--- src/rtl/cpu_clk_rst_gen.sv ---
// Purpose: divides the system clock into a gated CPU clock and sequences the CPU reset.
// Latency: cpu_clk/cpu_resetn/busy/cycle_cnt registered (1 clock); cpu_clk_en is a same-cycle strobe.
// Backpressure: none; step requests arriving while busy, in RUN or in HOLD are dropped.
module cpu_clk_rst_gen #(
    parameter int DIV        = 2,
    parameter int RST_CYCLES = 5,
    parameter int CNT_W      = 32
) (
    input  logic             clock,
    input  logic             resetn,
    input  logic [1:0]       mode,
    input  logic             step,
    input  logic [15:0]      burst_len,
    output logic             cpu_clk,
    output logic             cpu_clk_en,
    output logic             cpu_resetn,
    output logic             busy,
    output logic [CNT_W-1:0] cycle_cnt
);

    localparam int PW  = $clog2(DIV);
    localparam int RCW = $clog2(RST_CYCLES + 1);

    localparam logic [PW-1:0]  PH_LAST = PW'(DIV - 1);
    localparam logic [PW-1:0]  PH_EN   = PW'(DIV / 2 - 1);
    localparam logic [PW-1:0]  PH_HI   = PW'(DIV / 2);
    localparam logic [RCW-1:0] RC_DONE = RCW'(RST_CYCLES - 1);

    localparam logic [1:0] M_RUN   = 2'b00;
    localparam logic [1:0] M_STEP  = 2'b01;
    localparam logic [1:0] M_BURST = 2'b11;

    typedef enum logic [2:0] {
        S_HOLD,
        S_RUN,
        S_IDLE,
        S_STEP,
        S_BURST
    } state_t;

    state_t           state_q, state_d;
    logic [PW-1:0]    ph_q, ph_d;
    logic [RCW-1:0]   rst_cnt_q, rst_cnt_d;
    logic [15:0]      burst_cnt_q, burst_cnt_d;
    logic [CNT_W-1:0] cycle_cnt_q, cycle_cnt_d;
    logic             cpu_clk_q, cpu_clk_d;
    logic             cpu_resetn_q, cpu_resetn_d;
    logic             busy_q, busy_d;
    logic             advance;
    logic             at_zero;
    logic             at_last;
    logic             rise;

    // Next-state, gating and counter logic; gating only changes with ph at 0 and cpu_clk low.
    always_comb begin
        state_d      = state_q;
        rst_cnt_d    = rst_cnt_q;
        burst_cnt_d  = burst_cnt_q;
        cpu_resetn_d = cpu_resetn_q;
        advance      = 1'b0;
        at_zero      = (ph_q == '0);
        at_last      = (ph_q == PH_LAST);

        case (state_q)
            S_HOLD: begin
                advance = 1'b1;
                if (rst_cnt_q < RC_DONE) begin
                    rst_cnt_d = rst_cnt_q + 1'b1;
                end else if (at_zero) begin
                    cpu_resetn_d = 1'b1;
                    if (mode == M_RUN) begin
                        state_d = S_RUN;
                    end else begin
                        // Leaving to IDLE parks the clock low at ph 0.
                        state_d = S_IDLE;
                        advance = 1'b0;
                    end
                end
            end
            S_RUN: begin
                advance = 1'b1;
                if (at_zero && (mode != M_RUN)) begin
                    advance = 1'b0;
                    state_d = S_IDLE;
                end
            end
            S_IDLE: begin
                if (mode == M_RUN) begin
                    state_d = S_RUN;
                end else if (step && (mode == M_STEP)) begin
                    state_d = S_STEP;
                end else if (step && (mode == M_BURST) && (burst_len != 16'd0)) begin
                    state_d     = S_BURST;
                    burst_cnt_d = burst_len;
                end
            end
            S_STEP: begin
                advance = 1'b1;
                if (at_last) begin
                    state_d = S_IDLE;
                end
            end
            S_BURST: begin
                advance = 1'b1;
                if (at_last) begin
                    burst_cnt_d = burst_cnt_q - 16'd1;
                    if (burst_cnt_q == 16'd1) begin
                        state_d = S_IDLE;
                    end
                end
            end
            default: begin
                state_d = S_HOLD;
            end
        endcase

        ph_d      = advance ? (at_last ? '0 : ph_q + 1'b1) : ph_q;
        cpu_clk_d = (ph_d >= PH_HI);
        rise      = advance && (ph_q == PH_EN);
        busy_d    = (state_d == S_STEP) || (state_d == S_BURST);

        cycle_cnt_d = cycle_cnt_q;
        if (rise && cpu_resetn_q) begin
            cycle_cnt_d = cycle_cnt_q + 1'b1;
        end
    end

    // State and output registers; reset abandons any launch immediately.
    always_ff @(posedge clock or negedge resetn) begin
        if (!resetn) begin
            state_q      <= S_HOLD;
            ph_q         <= '0;
            rst_cnt_q    <= '0;
            burst_cnt_q  <= '0;
            cycle_cnt_q  <= '0;
            cpu_clk_q    <= 1'b0;
            cpu_resetn_q <= 1'b0;
            busy_q       <= 1'b0;
        end else begin
            state_q      <= state_d;
            ph_q         <= ph_d;
            rst_cnt_q    <= rst_cnt_d;
            burst_cnt_q  <= burst_cnt_d;
            cycle_cnt_q  <= cycle_cnt_d;
            cpu_clk_q    <= cpu_clk_d;
            cpu_resetn_q <= cpu_resetn_d;
            busy_q       <= busy_d;
        end
    end

    // The enable strobe is held off while reset is asserted, since HOLD keeps the gate on.
    assign cpu_clk_en = resetn & rise;
    assign cpu_clk    = cpu_clk_q;
    assign cpu_resetn = cpu_resetn_q;
    assign busy       = busy_q;
    assign cycle_cnt  = cycle_cnt_q;

endmodule

--- config.mk ---
export PLATFORM = sky130hd
export DESIGN_NAME = cpu_clk_rst_gen
export DESIGN_NICKNAME = d
export VERILOG_FILES = /design/src/rtl/cpu_clk_rst_gen.sv
export SDC_FILE = /design/constraint.sdc
export NUM_CORES = 1
export LEC_CHECK = 0
export BUFFER_PORTS_ARGS = -buffer_cell sky130_fd_sc_hd__buf_2
export CAP_MARGIN = 0
export CORE_MARGIN = 5
export CORE_UTILIZATION = 25
export CTS_CLUSTER_DIAMETER = 80
export DETAILED_ROUTE_END_ITERATION = 8
export SYNTH_ARGS = -nofsm -noshare
export SYNTH_HDL_FRONTEND = slang
export SYNTH_SLANG_ARGS = --single-unit
--- constraint.sdc ---
create_clock -name clock -period 2.4 [get_ports clock]
set_clock_uncertainty 0.1 [all_clocks]
set_input_delay 0.12 -clock clock [delete_from_list [all_inputs] [get_ports clock]]
set_output_delay 0.12 -clock clock [all_outputs]
set_load 0.01 [all_outputs]
==> results summary, run 1 <==
The flow ran to the end, and the final reports show no timing, DRC or antenna violations. Summing internal, switching and leakage power gives roughly 3900 uW. Summed over all layers, the global routing overflow is 0. The die height is between 100 and 150 um. The TritonCTS sink count came out at 57. The post-layout minimum cycle time is between 2000 and 2500 ps. The setup violation total in the final timing report is 0. The number of buffers on the longest clock path came out at 2. In this run the worst hold path is classified as input port to flip-flop.

The number of buffers created by CTS is 9. The library cells used most frequently in the layout, excluding fill and tap cells, are 56 x sky130_fd_sc_hd__dfrtp_1, 56 x sky130_fd_sc_hd__buf_2, 32 x sky130_fd_sc_hd__nor2_1. The synthesized netlist net count is 336. The number of max-cap violations is 0. The via count is around 2,600.

The post-synthesis cell count came out at 310. The count of input and output buffers is 56. For the worst-skew pair, the clock arrives at the later sink with an insertion delay of ~330 ps. The clock tree from TritonCTS is done. The share of post-route cells with drive strength above 1 came out at 27.7%. Broken down by cell family, the worst path's largest delay share belongs to simple AND/OR/NAND/NOR gates. The layout-stage area growth over the synthesis result is 33.1%. The worst register-to-register path begins at state_q[0]. At the pin with the least slew margin, the transition time is about 750 ps. The placeable core region is 11,600 sq um. VDD sags by at most 0.388 mV. The final-report max-slew violation count came to 0. The average routed wire per standard cell came out at 14.1 um. Dividing the final minimum period by the clock period gives 92.9%. The number of antenna violations at the first check in global routing was 0. Counting both buffers and inverters, the worst setup path holds a total of 0. Along the worst hold path, the cell count comes to 3.

The maximum clock frequency is 449 MHz. The power density relative to cell area is 972 nW/um^2. The tree is rooted in a sky130_fd_sc_hd__clkbuf_16. The average footprint of a synthesized cell is ~9.6 sq um. The post-synthesis register bit count came out at 57. The post-placement cell area is 3540 sq um.

The number of filler instances in the final layout came out at 1,158. For this run, the number of Yosys warnings is 0. The number of distinct library cells after synthesis is 52.

The number of antenna diodes came out at 0. For this run, the leading register cell type out of synthesis is sky130_fd_sc_hd__dfrtp_1. The path with the worst hold slack has its endpoint at burst_cnt_q[4]. The via count of the first global-routing pass was roughly 2,600. The worst relative slew slack is roughly 50%. The worst stage delay on the critical path came out at ~500 ps. The first-pass detailed-route iteration total came out at 4. The sequential area share after synthesis came out at 47.8%. The clock transition at the registers of the reported paths is 50 ps. The number of nets in the layout is 418.

The overall track demand over capacity in global routing came out at 11.1%. The maximum fanout along the worst path is 5. The cell that appears most often on the critical path is sky130_fd_sc_hd__a21oi_1. Adding up every negative setup slack in the final design gives 0 ps. The area of all sequential standard cells is approximately 1400 sq um.

The post-route worst hold slack is 13.4 ps. The master of the slowest instance on the critical path is sky130_fd_sc_hd__or4_4. The worst setup path category is flip-flop to flip-flop. The signal on the critical path passes through a21oi_2 > a21oi_1 > a21oi_1 > ha_2 > nand3_2 > or4_4 > nor3_4 > nand4_1 > xnor2_1. STA classifies the critical path endpoint as a flip-flop. STA classifies the critical path startpoint as a flip-flop. The number of rows created at floorplan is 39. Counting flops with a built-in enable in the synthesized netlist gives 0. At the worst endpoint, the required time is 2510 ps. Summed over all layers, the routed wires come to 7600 um.

The leakage power figure is 0.00190 uW. The number of violations reported at the end of detailed-routing iteration 0 is 156. The largest net degree at the start of global routing came out at 58. The detailed placer's ending HPWL came out at 5520 um. The area of combinational cells with multiple inputs came out at between 1000 and 1500 sq um. The endpoint identified for the worst register-to-register timing path is cycle_cnt[29]. The startpoint identified for the worst hold timing path is burst_len[4]. The number of H-tree levels came out at 3. The DRC violations left is 0.

The arrival time of data at the critical path endpoint is 2340 ps. The horizontal die dimension came out at about 120 um. Counting cells, the worst reg-to-reg path comes to 9. The number of nets with antenna violations after detailed routing is 0. Counting flops with an async set or reset pin after synthesis yields a share of 100%. The area of the die came out at 14,200 sq um. For this design the top-level I/O count stands at 57. The last weighted congestion value of the routability-driven placer is 0.886. The initial core utilization is 25.8%.

The via count normalized by instance count is roughly 4.8. The post-synth design cell area is 2980 sq um. The global-route wire length before repair is approximately 13,000 um. The final count of hold timing violations is 0. The final instance area is 3970 sq um. Setup slack on the worst reg-to-reg path comes out at 170 ps.
## cells in the mapped netlist (2+ instances only)
| cell | n | area share, % |
|---|---|---|
| sky130_fd_sc_hd__a21o_1 | 2 | 0.50 |
| sky130_fd_sc_hd__a21oi_1 | 21 | 3.5 |
| sky130_fd_sc_hd__a22oi_1 | 4 | 1.0 |
| sky130_fd_sc_hd__a31oi_1 | 4 | 0.84 |
| sky130_fd_sc_hd__and2_1 | 2 | 0.42 |
| sky130_fd_sc_hd__and3_1 | 8 | 1.7 |
| sky130_fd_sc_hd__clkbuf_1 | 9 | 1.1 |
| sky130_fd_sc_hd__dfrtp_1 | 57 | 48 |
| sky130_fd_sc_hd__ha_1 | 5 | 2.1 |
| sky130_fd_sc_hd__inv_1 | 11 | 1.4 |
| sky130_fd_sc_hd__mux2_2 | 2 | 0.76 |
| sky130_fd_sc_hd__nand2_1 | 24 | 3.0 |
| sky130_fd_sc_hd__nand3_1 | 11 | 1.8 |
| sky130_fd_sc_hd__nand4_1 | 13 | 2.7 |
| sky130_fd_sc_hd__nor2_1 | 33 | 4.2 |
| sky130_fd_sc_hd__nor2b_1 | 2 | 0.42 |
| sky130_fd_sc_hd__nor3_1 | 6 | 1.0 |
| sky130_fd_sc_hd__nor3b_1 | 2 | 0.50 |
| sky130_fd_sc_hd__nor4_1 | 8 | 1.7 |
| sky130_fd_sc_hd__o21ai_0 | 3 | 0.50 |
| sky130_fd_sc_hd__o21ai_1 | 18 | 3.0 |
| sky130_fd_sc_hd__o22ai_1 | 2 | 0.42 |
| sky130_fd_sc_hd__or3_1 | 2 | 0.42 |
| sky130_fd_sc_hd__or4_1 | 3 | 0.76 |
| sky130_fd_sc_hd__xnor2_1 | 20 | 5.9 |
| sky130_fd_sc_hd__xor2_1 | 12 | 3.5 |
## sequential cells by signal, summed over array words and instances, names as in the netlist
signal and flops:
cpu_resetn 1, burst_cnt_q 16, cycle_cnt 32, state_q 3, busy 1, rst_cnt_q 3, cpu_clk 1
## cell type report
type / instances / share of cell area (%)
Clock inverter: 5 / 1.95
Sequential cell: 57 / 36.0
Clock buffer: 11 / 6.37
Multi-Input combinational cell: 232 / 37.7
Inverter: 11 / 1.04
Timing Repair Buffer: 81 / 12.5
Tap cell: 143 / 4.51
## worst register-to-register path: stages, from the launching register on
cell	delay [ps]
sky130_fd_sc_hd__dfrtp_2	430
sky130_fd_sc_hd__a21oi_2	110
sky130_fd_sc_hd__a21oi_1	50
sky130_fd_sc_hd__a21oi_1	130
sky130_fd_sc_hd__ha_2	230
sky130_fd_sc_hd__nand3_2	90
sky130_fd_sc_hd__or4_4	500
sky130_fd_sc_hd__nor3_4	190
sky130_fd_sc_hd__nand4_1	140
sky130_fd_sc_hd__xnor2_1	140
## worst max path at each step
stage	start	to	slack [ps]	depth (start not counted)
global route	state_q[2]	cycle_cnt[29]	-10	10
global placement	state_q[2]	cycle_cnt[29]	30	10
finish	state_q[0]	cycle_cnt[29]	170	9
detailed placement	state_q[0]	cycle_cnt[29]	-10	9
floorplan	cpu_clk	cycle_cnt[28]	40	10
CTS	state_q[0]	cycle_cnt[26]	30	9
## what timing repair did
item,CTS,global route
pin swaps,0,4
setup buffers,0,2
hold endpoints to repair,62,0
gates resized for setup,1,7
hold buffers,6,0
setup endpoints to repair,1,12
## layer usage
layer,vias up,GRT usage (%),share of wire [%]
li1,1276,-,-
met1,1255,13.9,45
met2,75,17.4,47
met3,11,3.98,6.5
met4,0,4.34,1.4
met5,-,0,0
## where the power goes
part | leakage (uW) | internal, uW | switching (uW)
combinational | 0.00101 | 468 | 587
sequential | 0.000727 | 1180 | 224
clock | 0.000162 | 960 | 440
total | 0.00190 | 2610 | 1250
## kinds of logic (layout without fill, tap and decap cells)
family | count (synthesis) | in the layout | synth area share (%)
fa+ha+maj | 5 | 5 | 2.10
compound gates | 65 | 65 | 13.1
buf+inv | 21 | 108 | 2.77
flops | 57 | 57 | 47.8
xor+xnor | 32 | 32 | 9.40
simple gates | 128 | 128 | 24.1
mux | 2 | 2 | 0.755
## per-stage QoR
| step | instances | util (%) | setup slack (ps) |
|---|---|---|---|
| final | 540 | 34.3 | 172 |
| after global routing | 540 | 34.3 | -10.4 |
| after CTS | 538 | 34.0 | 33.8 |
| after detailed placement | 516 | 30.6 | -11.0 |
| after global placement | 516 | 30.6 | 27.3 |
| after floorplan | 310 | - | 41.1 |
No activity file was read; power rests on OpenSTA's default activity.
==> inputs of run 2 (changes only) <==
--- a/config.mk
+++ b/config.mk
@@ -8,9 +8,10 @@
 export BUFFER_PORTS_ARGS = -buffer_cell sky130_fd_sc_hd__buf_2
 export CAP_MARGIN = 0
 export CORE_MARGIN = 5
-export CORE_UTILIZATION = 25
+export CORE_UTILIZATION = 50
 export CTS_CLUSTER_DIAMETER = 80
 export DETAILED_ROUTE_END_ITERATION = 8
+export PLACE_DENSITY = 0.76
 export SYNTH_ARGS = -nofsm -noshare
 export SYNTH_HDL_FRONTEND = slang
 export SYNTH_SLANG_ARGS = --single-unit
==> results summary, run 2 (synthesis gave the netlist of run 1 again) <==
The final count of hold timing violations was 0 (unchanged). The DRC violations left is 0 (unchanged). The cell sitting at the root of the clock tree is a sky130_fd_sc_hd__clkbuf_8. The power density relative to cell area came out at 875 nW/um^2 (-10%).

The arrival time of data at the critical path endpoint came out at 2390 ps (+50 ps). The TritonCTS sink count is 57 (unchanged). The average routed wire per standard cell came out at 14.7 um (+4.6%). The number of flip-flops in the largest register was 32 (unchanged).

The number of violations reported at the end of detailed-routing iteration 0 came out at 124 (-21%). The overall overflow remaining after global route came out at 0 (unchanged). The slack of the worst reg-to-reg path is 130 ps (-40 ps). The first-pass detailed-route iteration total came to 4 (unchanged).

The worst hold path class is input port to flip-flop. The share of post-route cells with drive strength above 1 was 26.6% (-1.1 points). The global-route wire length before repair was 11,800 um (-7.6%). The last weighted congestion value of the routability-driven placer came out at 0.889 (+0.38%).

The cell family contributing the most delay on the critical path is simple AND/OR/NAND/NOR gates. The top-level port count is 57 (unchanged). The horizontal die dimension is 87.2 um (-27%). The relative contribution of sequential cells to total power is 42.0% (+5.6 points). The layout-stage area growth over the synthesis result came out at 27.9%. The smallest setup slack after layout came to 127 ps (-44.8 ps). The count of cells along the worst register-to-register path was 9 (unchanged). The setup violation total in the final timing report is 0 (unchanged).

The path with the worst hold slack has its endpoint at burst_cnt_q[5]. The share of power burned in the clock network came out at 27.0% (-9.3 points). The clock transition at the registers of the reported paths is 60 ps (about the same).

The number of nets with antenna violations after detailed routing is 0 (unchanged). The fraction of power spent switching nets is 35.1% (+2.7 points). The count of buffer and inverter cells on the critical path came out at 0 (unchanged). The cell-internal power came out at 2160 uW (-17%).

The placeable core region came out at 5850 sq um (-49%). The via count of the first global-routing pass came out at 2,498 (-4.3%). STA classifies the critical path endpoint as a flip-flop. The via count normalized by instance count came to 5.52 (+14%). The overall track demand over capacity in global routing came out at 19.8% (+8.7 points). The count of input and output buffers is 56 (unchanged). The combinational cell fraction of total power was 31.1% (+3.7 points). The routed wire length is 7030 um (-7.6%). The final-report max-slew violation count came to 0 (unchanged). Among the stages of the critical path, the cell type that occurs most often is sky130_fd_sc_hd__a21oi_1. The slew at the pin with the worst max-slew slack is 711 ps (-34.7 ps). The initial core utilization came out at 51.0% (+25 points). The worst setup path is launched from a flip-flop. The number of buffers on the longest clock path is 2 (unchanged).

The number of antenna violations at the first check in global routing came to 0 (unchanged). The worst setup path category is flip-flop to flip-flop. Walking the worst path, the cells encountered are or3_1 > a21oi_1 > a21oi_1 > ha_2 > nand3_2 > or4_4 > nor3_4 > nand4_1 > xnor2_1. The worst relative slew slack came out at 52.6% (+2.3 points). The via count is 2,634 (+0.65%).

The leakage power figure came out at 0.00188 uW (-1.3%). The switching power total is 1170 uW (-6.4%). The clock tree from TritonCTS is done. The number of cells in the design after placement is 448 (-13%). The number of filler instances in the final layout came out at 468 (-60%). The critical path data required time is 2520 ps (about the same). The maximum fanout along the worst path is 4 (-1). The clock latency at the later pin of the worst-skew pair came out at 340 ps (about the same).

The post-layout instance count excluding filler cells came out at 477 (-12%). The number of H-tree levels came to 3 (unchanged). The leading cell type in the layout, fill and taps excluded is sky130_fd_sc_hd__dfrtp_1. The startpoint of the most critical hold path is burst_len[5]. The number of buffers created by CTS was 9 (unchanged). The startpoint identified for the worst register-to-register timing path is state_q[1].

The share of the clock period used by the worst path is 94.7% (+1.9 points). The peak supply drop came to 0.512 mV (+32%). The endpoint of the most critical register-to-register path is cycle_cnt[29]. The number of rows created at floorplan was 28 (-28%).

The minimum setup slack after placement was 18.8 ps (+29.8 ps). The worst stage delay on the critical path is 490 ps (about the same). The number of max-cap violations is 0 (unchanged). The detailed placer's ending HPWL is 5080 um (-8.1%). The area of the die came out at 7610 sq um (-46%). The run finished with clean final reports. The largest net degree at the start of global routing came to 58 (unchanged). The library cells used most frequently in the layout, excluding fill and tap cells, are 57 x sky130_fd_sc_hd__dfrtp_1, 56 x sky130_fd_sc_hd__buf_2, 33 x sky130_fd_sc_hd__nor2_1.

The maximum clock frequency came out at 440 MHz (-2.0%). Setup repair after global routing could not meet its margin everywhere. The number of cells on the worst hold path is 3 (unchanged).

The number of nets in the layout is 424 (+1.4%). The number of antenna diodes came to 0 (unchanged). The die height came out at 87.2 um (-27%). On the critical path, the stage with the largest delay is an instance of sky130_fd_sc_hd__or4_4. The post-layout minimum cycle time was 2270 ps (+44.8 ps).
## run 2: cell types whose count changed in the layout (fill, tap and decap cells not counted), sizes merged
cell / previous run / this run
bufinv: 2 / 1
clkbuf: 11 / 12
clkinvlp: 1 / 0
dlygate4sd3: 6 / 12
## run 2: final cells by class
| type | instances | area (sq um) | area share, % |
|---|---|---|---|
| Inverter | 11 | 41.3 | 1.08 |
| Clock buffer | 12 | 155 | 4.07 |
| Sequential cell | 57 | 1430 | 37.4 |
| Timing Repair Buffer | 87 | 556 | 14.6 |
| Tap cell | 75 | 93.8 | 2.46 |
| Clock inverter | 3 | 40.0 | 1.05 |
| Multi-Input combinational cell | 232 | 1500 | 39.4 |
## run 2: power groups by stage
stage | combinational, uW | sequential, uW | clock [uW]
final | 1040 | 1400 | 900
after global routing | 1160 | 1440 | 969
after CTS | 1020 | 1390 | 927
after detailed placement | 1000 | 1400 | 0
after global placement | 979 | 1390 | 0
after floorplan | 644 | 1380 | 0
## run 2: worst register-to-register path, cell delays in order, from the launching register on
cell                      delay, ps
sky130_fd_sc_hd__dfrtp_1        390
sky130_fd_sc_hd__or3_1          150
sky130_fd_sc_hd__a21oi_1         80
sky130_fd_sc_hd__a21oi_1        130
sky130_fd_sc_hd__ha_2           230
sky130_fd_sc_hd__nand3_2         90
sky130_fd_sc_hd__or4_4          490
sky130_fd_sc_hd__nor3_4         190
sky130_fd_sc_hd__nand4_1        150
sky130_fd_sc_hd__xnor2_1        150
## run 2: through the flow
stage / power [uW] / TNS, ps / hold slack (ps) / util, % / area [sq um]
global placement: 2370 / 0 / 249 / 59.0 / 3450
detailed placement: 2400 / 0 / 242 / 59.0 / 3450
floorplan: 2030 / 0 / -276 / - / 2980
global route: 3560 / -29.6 / 47.9 / 65.2 / 3810
CTS: 3340 / 0 / 1.20 / 64.5 / 3770
finish: 3330 / 0 / 27.0 / 65.2 / 3810
## run 2: per-layer routing
| metal | global-route usage (%) | part of all wire [%] | up-vias |
|---|---|---|---|
| li1 | - | - | 1291 |
| met5 | 0 | 0 | - |
| met1 | 26.7 | 44 | 1252 |
| met2 | 30.0 | 47 | 78 |
| met3 | 6.24 | 7.3 | 13 |
| met4 | 7.11 | 1.8 | 0 |
## run 2: worst max-delay path by stage
stage / startpoint / end / slack (ps) / cells after the start
floorplan: cpu_clk / cycle_cnt[28] / 40 / 10
global placement: state_q[2] / cycle_cnt[29] / 80 / 10
detailed placement: state_q[2] / cycle_cnt[29] / 20 / 10
CTS: state_q[2] / cycle_cnt[26] / 5 / 10
global route: state_q[1] / cycle_cnt[29] / -20 / 9
finish: state_q[1] / cycle_cnt[29] / 130 / 9
## run 2: what timing repair did
item                       CTS  global route
pin swaps                    1             3
setup endpoints to repair    4            13
hold endpoints to repair    68             0
setup buffers                0             2
hold buffers                12             0
resized for setup            1             6
==> inputs of run 3 (changes only) <==
--- a/config.mk
+++ b/config.mk
@@ -7,11 +7,11 @@
 export LEC_CHECK = 0
 export BUFFER_PORTS_ARGS = -buffer_cell sky130_fd_sc_hd__buf_2
 export CAP_MARGIN = 0
-export CORE_MARGIN = 5
 export CORE_UTILIZATION = 50
 export CTS_CLUSTER_DIAMETER = 80
 export DETAILED_ROUTE_END_ITERATION = 8
 export PLACE_DENSITY = 0.76
+export SKIP_LAST_GASP = 1
 export SYNTH_ARGS = -nofsm -noshare
 export SYNTH_HDL_FRONTEND = slang
 export SYNTH_SLANG_ARGS = --single-unit
==> results summary, run 3 (synthesis gave the netlist of run 1 again) <==
The first-pass detailed-route iteration total came out at 4 (unchanged). The initial core utilization came to 52.8% (+1.9 points). The overall track demand over capacity in global routing is 25.0% (+5.2 points). The TritonCTS sink count is 57 (unchanged).

The area growth from synthesis to layout is 24.8%. The arrival time of data at the critical path endpoint is 2390 ps (about the same). The run finished with clean final reports. Traced cell by cell, the critical path runs through a21oi_1 > a21oi_1 > a21oi_1 > ha_2 > nand3_1 > or4_4 > nor3_4 > nand4_1 > xnor2_1. The core occupancy in the finished layout came out at 65.9% (+0.77 points). The share of the clock period used by the worst path is 94.8% (+0.10 points). The top-level port count is 57 (unchanged). The worst hold path class is input port to flip-flop. The slack of the worst reg-to-reg path is 120 ps (about the same). The worst hold path terminates at burst_cnt_q[5].

The number of violations reported at the end of detailed-routing iteration 0 is 149 (+20%). The count of input and output buffers is 56 (unchanged). The sort of element at the end of the critical path is a flip-flop. The number of nets in the layout came out at 419 (-1.2%). The number of buffers on the longest clock path came to 2 (unchanged). TritonCTS built the clock tree.

The number of antenna diodes was 0 (unchanged). The final-report max-slew violation count came to 0 (unchanged). The setup violation total in the final timing report came out at 0 (unchanged). The worst relative slew slack is 58.2% (+5.6 points).

The number of antenna violations at the first check in global routing came out at 0 (unchanged). The share of post-route cells with drive strength above 1 came out at 25.9% (-0.67 points). The number of nets with antenna violations after detailed routing came to 0 (unchanged). The fraction of power spent switching nets came out at 36.2% (+1.1 points). In this run the clock root is driven by a sky130_fd_sc_hd__clkbuf_8. The cell-internal power is 2070 uW (-4.3%). The number of cells on the worst hold path came out at 3 (unchanged). The global-route wire length before repair came out at 12,100 um (+2.5%).

The slew at the pin with the worst max-slew slack is 624 ps (-86.7 ps). The die height came to 79.2 um (-9.2%). The leakage power figure is 0.00183 uW (-2.7%). The number of buffers created by CTS is 9 (unchanged). The horizontal die dimension was 79.2 um (-9.2%). The share of power burned in the clock network is 24.9% (-2.1 points).

The number of cells in the design after placement is 445 (-0.67%). The number of H-tree levels is 3 (unchanged). The startpoint of the most critical hold path is burst_len[5]. The detailed placer's ending HPWL came to 5120 um (+0.84%). The maximum fanout along the worst path is 7 (+3). The worst stage delay on the critical path is 490 ps (about the same). The relative contribution of sequential cells to total power is 43.7% (+1.7 points). The switching power total is 1180 uW (+0.44%). The post-layout minimum cycle time came out at 2280 ps (+2.39 ps). The largest individual stage delay along the critical path comes from the cell sky130_fd_sc_hd__or4_4. The via count normalized by instance count came out at 5.70 (+3.1%).

The number of max-cap violations came out at 0 (unchanged). The via count of the first global-routing pass came out at 2,693 (+7.8%). The worst setup path is launched from a flip-flop. Setup repair after global routing left no endpoint under its margin. The peak supply drop was 0.555 mV (+8.4%). The routed wire length came out at 7030 um (about the same). The final count of hold timing violations came to 0 (unchanged). In the layout the commonest cells are 56 x sky130_fd_sc_hd__dfrtp_1, 56 x sky130_fd_sc_hd__buf_2, 33 x sky130_fd_sc_hd__nor2_1. The cell with the most instances on the worst path is sky130_fd_sc_hd__a21oi_1.

The average routed wire per standard cell is 15.0 um (+1.7%). The clock latency at the later pin of the worst-skew pair is 330 ps (about the same). The post-route setup TNS is 0 ps (unchanged). The maximum clock frequency came to 439 MHz (-0.11%).

The number of flip-flops in the largest register came out at 32 (unchanged). The endpoint identified for the worst register-to-register timing path is cycle_cnt[29]. In this design, the largest share of critical-path delay is due to simple AND/OR/NAND/NOR gates. The count of cells along the worst register-to-register path was 9 (unchanged). The worst setup path category is flip-flop to flip-flop. The number of rows created at floorplan came out at 27 (-3.6%).

The placeable core region is 5640 sq um (-3.6%). The combinational cell fraction of total power came to 31.3% (+0.2 points). The overall overflow remaining after global route came to 0 (unchanged). The last weighted congestion value of the routability-driven placer came out at 0.917 (+3.1%).

The area of the die is 6280 sq um (-18%). The largest net degree at the start of global routing is 40 (-31%). The power density relative to cell area is 872 nW/um^2 (-0.24%). The count of buffer and inverter cells on the critical path came out at 0 (unchanged). The post-layout instance count excluding filler cells came out at 469 (-1.7%). The DRC violations left came to 0 (unchanged). The via count is 2,671 (+1.4%). The clock transition at the registers of the reported paths came out at 70 ps (about the same).

The critical path data required time is 2510 ps (about the same). The power after layout is 3250 uW (-2.7%). The startpoint identified for the worst register-to-register timing path is state_q[0].
[run 3: layout make-up]
class	count	area, sq um
repair buffers	82	495
well taps	72	90.1
inverters	11	41.3
fillers	438	1920
clock inverters	2	12.5
flip-flops and latches	57	1430
multi-input cells	232	1480
clock buffers	13	169
[run 3: routing by layer]
layer,global-route usage [%],vias to the layer above,wire [um]
li1,-,1277,-
met1,32.3,1288,3180
met2,39.8,90,3320
met3,4.94,16,411
met4,12.4,0,124
met5,0,-,0
[run 3: what timing repair did]
action | in CTS | in global routing
setup endpoints to repair | 0 | 13
endpoints found under the hold margin | 25 | 0
resized for setup | 0 | 4
setup buffers | 0 | 1
hold buffers | 8 | 0
[run 3: worst register-to-register path, stage by stage, from the launching register on]
cell                      delay [ps]
sky130_fd_sc_hd__dfrtp_2         440
sky130_fd_sc_hd__a21oi_1         130
sky130_fd_sc_hd__a21oi_1          50
sky130_fd_sc_hd__a21oi_1         140
sky130_fd_sc_hd__ha_2            230
sky130_fd_sc_hd__nand3_1          90
sky130_fd_sc_hd__or4_4           490
sky130_fd_sc_hd__nor3_4          190
sky130_fd_sc_hd__nand4_1         150
sky130_fd_sc_hd__xnor2_1         160
[run 3: worst max-delay path by stage]
stage                     slack [ps]  depth (start not counted)            end       start
final                            120                          9  cycle_cnt[29]  state_q[0]
after global routing              20                          9  cycle_cnt[31]  state_q[0]
after CTS                         20                          9  cycle_cnt[29]  state_q[0]
after floorplan                   40                         10  cycle_cnt[28]     cpu_clk
after detailed placement          10                          9  cycle_cnt[29]  state_q[0]
after global placement            90                          9  cycle_cnt[29]  state_q[0]
[run 3: power groups by stage]
stage | logic (uW) | registers [uW] | clock network, uW
3_3_place_gp | 961 | 1410 | 0
4_1_cts | 1000 | 1410 | 830
2_1_floorplan | 644 | 1380 | 0
6_report | 1020 | 1420 | 810
5_1_grt | 1130 | 1450 | 872
3_5_place_dp | 990 | 1420 | 0
[run 3: per-stage QoR]
stage	setup WS, ps	hold WS (ps)	instance area, sq um
finish	124	14.8	3720
global route	19.6	18.4	3720
CTS	16.2	7.76	3700
detailed placement	14.5	-9.55	3440
global placement	91.8	-5.69	3440
floorplan	41.1	-276	2980
